**src/rtl/cast_switch_alloc.sv**
```systemverilog
// Multicast switch allocator: grants each head flit all of its requested outputs at once,
// holds the connection until the tail and forwards flits only when every branch is ready.
`ifndef PN
`define PN 5
`endif

module cast_switch_alloc #(
  parameter int PN = `PN
) (
  input  logic          clk,
  input  logic          rst,
  input  logic          valid_i    [PN],
  input  logic          head_i     [PN],
  input  logic          tail_i     [PN],
  input  logic [PN-1:0] req_i      [PN],
  input  logic          ready_i    [PN],
  output logic [PN-1:0] xbar_sel_o [PN],
  output logic          send_o     [PN],
  output logic          fire_o     [PN],
  output logic [PN-1:0] busy_o
);

  localparam int PW = (PN > 1) ? $clog2(PN) : 1;

  logic [PN-1:0] lock_mask [PN];
  logic [PW-1:0] ptr;

  logic [PN-1:0] owned;
  logic [PN-1:0] locked;
  logic [PN-1:0] cand;
  logic [PN-1:0] drop;
  logic [PN-1:0] send;
  logic [PN-1:0] grant;
  logic [PN-1:0] ready_vec;
  logic [PW-1:0] ptr_nxt;

  always_comb begin
    owned     = '0;
    locked    = '0;
    cand      = '0;
    drop      = '0;
    send      = '0;
    ready_vec = '0;
    for (int o = 0; o < PN; o++) begin
      ready_vec[o] = ready_i[o];
    end
    for (int i = 0; i < PN; i++) begin
      owned     = owned | lock_mask[i];
      locked[i] = |lock_mask[i];
      cand[i]   = ~locked[i] & valid_i[i] & head_i[i] & (|req_i[i]);
      drop[i]   = ~locked[i] & valid_i[i] & head_i[i] & ~(|req_i[i]);
      // Synchronous fork: every selected branch must be ready, or none moves.
      send[i]   = locked[i] & valid_i[i] & (&(ready_vec | ~lock_mask[i]));
    end
  end

  // Round-robin allocation starting at ptr; the pointer input reserves its outputs even when blocked.
  always_comb begin
    logic [PN-1:0] avail;
    logic [PW:0]   sum;
    logic [PW-1:0] idx;
    avail = ~owned;
    grant = '0;
    sum   = '0;
    idx   = '0;
    for (int k = 0; k < PN; k++) begin
      sum = {1'b0, ptr} + (PW+1)'(k);
      if (sum >= (PW+1)'(PN)) begin
        sum = sum - (PW+1)'(PN);
      end
      idx = sum[PW-1:0];
      if (cand[idx]) begin
        if ((req_i[idx] & ~avail) == '0) begin
          grant[idx] = 1'b1;
          avail      = avail & ~req_i[idx];
        end else if (k == 0) begin
          avail = avail & ~req_i[idx];
        end
      end
    end
  end

  always_comb begin
    ptr_nxt = ptr;
    if (grant[ptr] | ~cand[ptr]) begin
      ptr_nxt = (ptr == PW'(PN - 1)) ? '0 : ptr + PW'(1);
    end
  end

  always_ff @(posedge clk) begin
    if (rst) begin
      ptr <= '0;
      for (int i = 0; i < PN; i++) begin
        lock_mask[i] <= '0;
      end
    end else begin
      ptr <= ptr_nxt;
      for (int i = 0; i < PN; i++) begin
        if (send[i] & tail_i[i]) begin
          lock_mask[i] <= '0;
        end else if (grant[i]) begin
          lock_mask[i] <= req_i[i];
        end
      end
    end
  end

  always_comb begin
    for (int i = 0; i < PN; i++) begin
      xbar_sel_o[i] = lock_mask[i];
      send_o[i]     = send[i];
      fire_o[i]     = send[i] | drop[i];
    end
    busy_o = owned;
  end

endmodule
```
**config.mk**
```make
export PLATFORM = sky130hd
export DESIGN_NAME = cast_switch_alloc
export DESIGN_NICKNAME = d
export VERILOG_FILES = /design/src/rtl/cast_switch_alloc.sv
export SDC_FILE = /design/constraint.sdc
export NUM_CORES = 1
export LEC_CHECK = 0
export ABC_AREA = 1
export CAP_MARGIN = 20
export CORE_MARGIN = 5
export CORE_UTILIZATION = 47
export DETAILED_ROUTE_END_ITERATION = 8
export HOLD_SLACK_MARGIN = 0.08
export MAX_ROUTING_LAYER = met4
export PLACE_DENSITY = 0.69
export SLEW_MARGIN = 5
export SYNTH_ARGS = -nofsm -noshare
export SYNTH_HDL_FRONTEND = slang
export SYNTH_SLANG_ARGS = --single-unit
export TNS_END_PERCENT = 20
```
**constraint.sdc**
```tcl
create_clock -name clk -period 5.2 [get_ports clk]
set_input_delay 0.78 -clock clk [delete_from_list [all_inputs] [get_ports clk]]
set_output_delay 0.78 -clock clk [all_outputs]
set_load 0.01 [all_outputs]
```
==> results.py <==
metrics = {
    "global_routing": {
        "grt_pass1_vias": 5875,
        "grt_pass1_wl_um": 32670,
        "antenna_found_initial": 0,
        "grt_max_degree": 17,
        "track_usage": 0.3706,
        "grt.overflow.total": 0,
    },
    "drt": {
        "postRouteAntennaNets": 0,
        "drc": 0,
        "via_count": 6467,
        "vias_per_cell": 6.078,
        "drt-total-wl_um": 22000,
        "firstDrtPassIters": 8,
        "wire_per_inst_um": 20.67,
        "drtIter0Drc": 1019,
    },
    "place": {
        "dpl.hpwl_um": 18080,
        "port_buffers": 86,
        "dp_slack_ns": 0.1186,
        "gp_congestion": 1.129,
    },
    "outcome": {
        "outcome": "completed",
    },
    "finish": {
        "multi_input_area_um2": 3204,
        "area_growth_pct": 26.66,
        "final-seq-area_um2": 815.8,
        "fin_nets": 989,
        "drive_above_1_share": 0.1160,
        "antenna_cells": 0,
        "fillerInstances": 927,
        "layout_commonest_cell": "nand2_1",
        "most-common-layout-cells": "209 x nand2_1, 154 x inv_1, 109 x nor2_1",
    },
    "critical_path": {
        "startpoint_type": "primary input",
        "slowest_delay_ns": 0.57,
        "crit_slowest_cell": "clkdlybuf4s50_1",
        "worstPathArrival_ns": 4.85,
        "critPathRequiredTime_ns": 5.22,
        "crit_path_frequent_cell": "nand2_1",
        "worstPathMaxFanout": 6,
        "r2r_start": "ptr[0]$_SDFFE_PP0P_",
        "end_kind": "flip-flop",
        "startpoint": "req_i[0]",
        "path_class": "primary input to flip-flop",
    },
    "logic_synthesis": {
        "ys_ff_latch": 28,
        "syn_area_um2": 4721,
        "async_reset_ff_frac": 0,
        "synth_enable_flop_cells": 25,
        "syn-num-nets": 877,
        "yosysWarnings": 0,
        "syn_area_per_cell_um2": 5.757,
        "yosys_most_used_dff": "edfxtp_1",
        "synthesis.instances": 820,
        "seq_area_frac_synth": 0.1717,
        "synth.distinct_cells": 47,
    },
    "timing": {
        "worst_slack_ns": 0.3703,
        "period_needed_ns": 4.830,
        "maxSlewViolCount": 0,
        "clock_skew_ns": 0.004978,
        "max-slew-margin-rel": 0.4411,
        "fin_crit_sh": 0.9288,
        "hold_viol": 0,
        "clock.fmax_mhz": 207.1,
        "worstMarginPinSlew_ns": 0.8320,
        "tns_ns": 0,
        "setup_viol": 0,
        "grt_setup_unrepaired": "false",
    },
    "clocking": {
        "cts_root_buf": "clkbuf_8",
        "clock_latency_ns": 0.27,
        "cts_buffers": 3,
        "clock-sinks": 28,
        "h-tree-depth": 1,
        "cts_tree": "yes",
        "clk_pin_slew_ns": 0.09,
        "clockBufferDepth": 2,
        "hold_buffers": 0,
    },
    "floorplanning": {
        "num_rows": 36,
        "die-area_um2": 12150,
        "core_um2": 9774,
        "die_x_um": 110.2,
        "start_util": 0.4830,
        "die_h_um": 110.2,
        "io_pins": 87,
    },
    "power_and_ir_drop": {
        "clkPwrFrac": 0.035,
        "switching_share": 0.6219,
        "vdd_drop_max_mv": 0.5333,
        "p_leak_uw": 0.002974,
        "p_comb_frac": 0.877,
        "p_int_uw": 1796,
        "switchingPower_uw": 2954,
        "power_density_nw_per_um2": 794.4,
        "seqPwrFrac": 0.089,
    },
    "min_path": {
        "hp-start": "ptr[2]$_SDFFE_PP0P_",
        "hp-class": "flip-flop to flip-flop",
    },
    "flow_run": {
        "cap_violations": 0,
    },
}
[sequential cells by signal, summed over array words and instances (netlist names)]
name       count
lock_mask     25
ptr            3
[final cells by class]
type | count | share of cell area
multi-input combinational | 617 | 0.5359
timing repair buffer | 118 | 0.1841
sequential | 28 | 0.1364
inverter | 164 | 0.1038
tap | 133 | 0.02783
clock buffer | 3 | 0.006905
clock inverter | 1 | 0.005022
[synthesized netlist by cell type, types with 5 or more instances]
library cell  count  share of area
nand2_1         210           0.17
nor2_4            5          0.012
o21ai_0          19          0.020
nor2_1          109          0.087
a21oi_1          26          0.028
o221ai_1          6          0.011
o21ai_1           7         0.0074
nand3_2          15          0.032
nand3_1          75          0.080
nor4_1            9          0.012
nand2_2          18          0.024
buf_6             7          0.017
nand4_1          22          0.029
inv_2             8         0.0064
nor3_1           15          0.016
inv_1           155           0.12
o22ai_1          26          0.034
edfxtp_1         25           0.16
ha_1              9          0.024
nand2_4           5          0.012
[critical path, delay by kind of cell]
kind / cells / cell delay [ns]
and+or+nand+nor: 29 / 2.91
buffers and inverters: 4 / 0.98
AOI/OAI and AO/OA: 1 / 0.17
[metrics by stage]
step / area (um^2) / instances / util / hold WS (ns) / total power (uW)
floorplan: 4721 / 820 / - / 0.6730 / 3275
global placement: 5882 / 1059 / 0.6018 / 0.6793 / 4353
detailed placement: 5882 / 1059 / 0.6018 / 0.6992 / 4400
CTS: 5953 / 1063 / 0.6091 / 0.7183 / 4578
global route: 5979 / 1064 / 0.6118 / 0.7041 / 5113
finish: 5979 / 1064 / 0.6118 / 0.6722 / 4750
[cells by family (layout without fill, tap and decap cells)]
family / Yosys count / count (layout) / synth area share
AND/OR/NAND/NOR: 500 / 500 / 0.5030
buffers and inverters: 175 / 286 / 0.1519
AO/OA/AOI/OAI: 106 / 106 / 0.1434
flip-flops: 28 / 28 / 0.1717
adder cells (fa/ha/maj): 10 / 10 / 0.02809
XOR/XNOR: 1 / 1 / 0.001856
[layer usage]
layer  vias to the layer above  GRT usage  part of all wire
met1                      2901     0.4476              0.37
li1                       2900          -                 -
met3                       141    0.07513              0.13
met5                         -          -                 0
met4                         0     0.2348             0.078
met2                       525     0.5641              0.42
[power by group through the flow]
stage | combinational [uW] | sequential, uW | clock (uW)
after global placement | 3940 | 417 | 0
after detailed placement | 3980 | 420 | 0
final | 4160 | 422 | 164
after CTS | 4000 | 415 | 166
after floorplan | 2840 | 435 | 0
after global routing | 4500 | 431 | 178
[path summary, 6_finish.rpt]
check / depth (start not counted) / end / slack, ns
hold reg to reg: 2 / ptr[2]$_SDFFE_PP0P_ / 0.67
setup / recovery: 34 / lock_mask[1][3]$_SDFFCE_PN0P_ / 0.37
setup reg to reg: 34 / lock_mask[1][3]$_SDFFCE_PN0P_ / 0.37
hold / removal: 2 / ptr[2]$_SDFFE_PP0P_ / 0.67
[timing repair]
| action | CTS | global route |
|---|---|---|
| gates resized for setup | 0 | 8 |
| buffers inserted | 0 | 1 |
| endpoints found under the setup margin | 0 | 51 |
No activity file was read; power rests on OpenSTA's default activity.
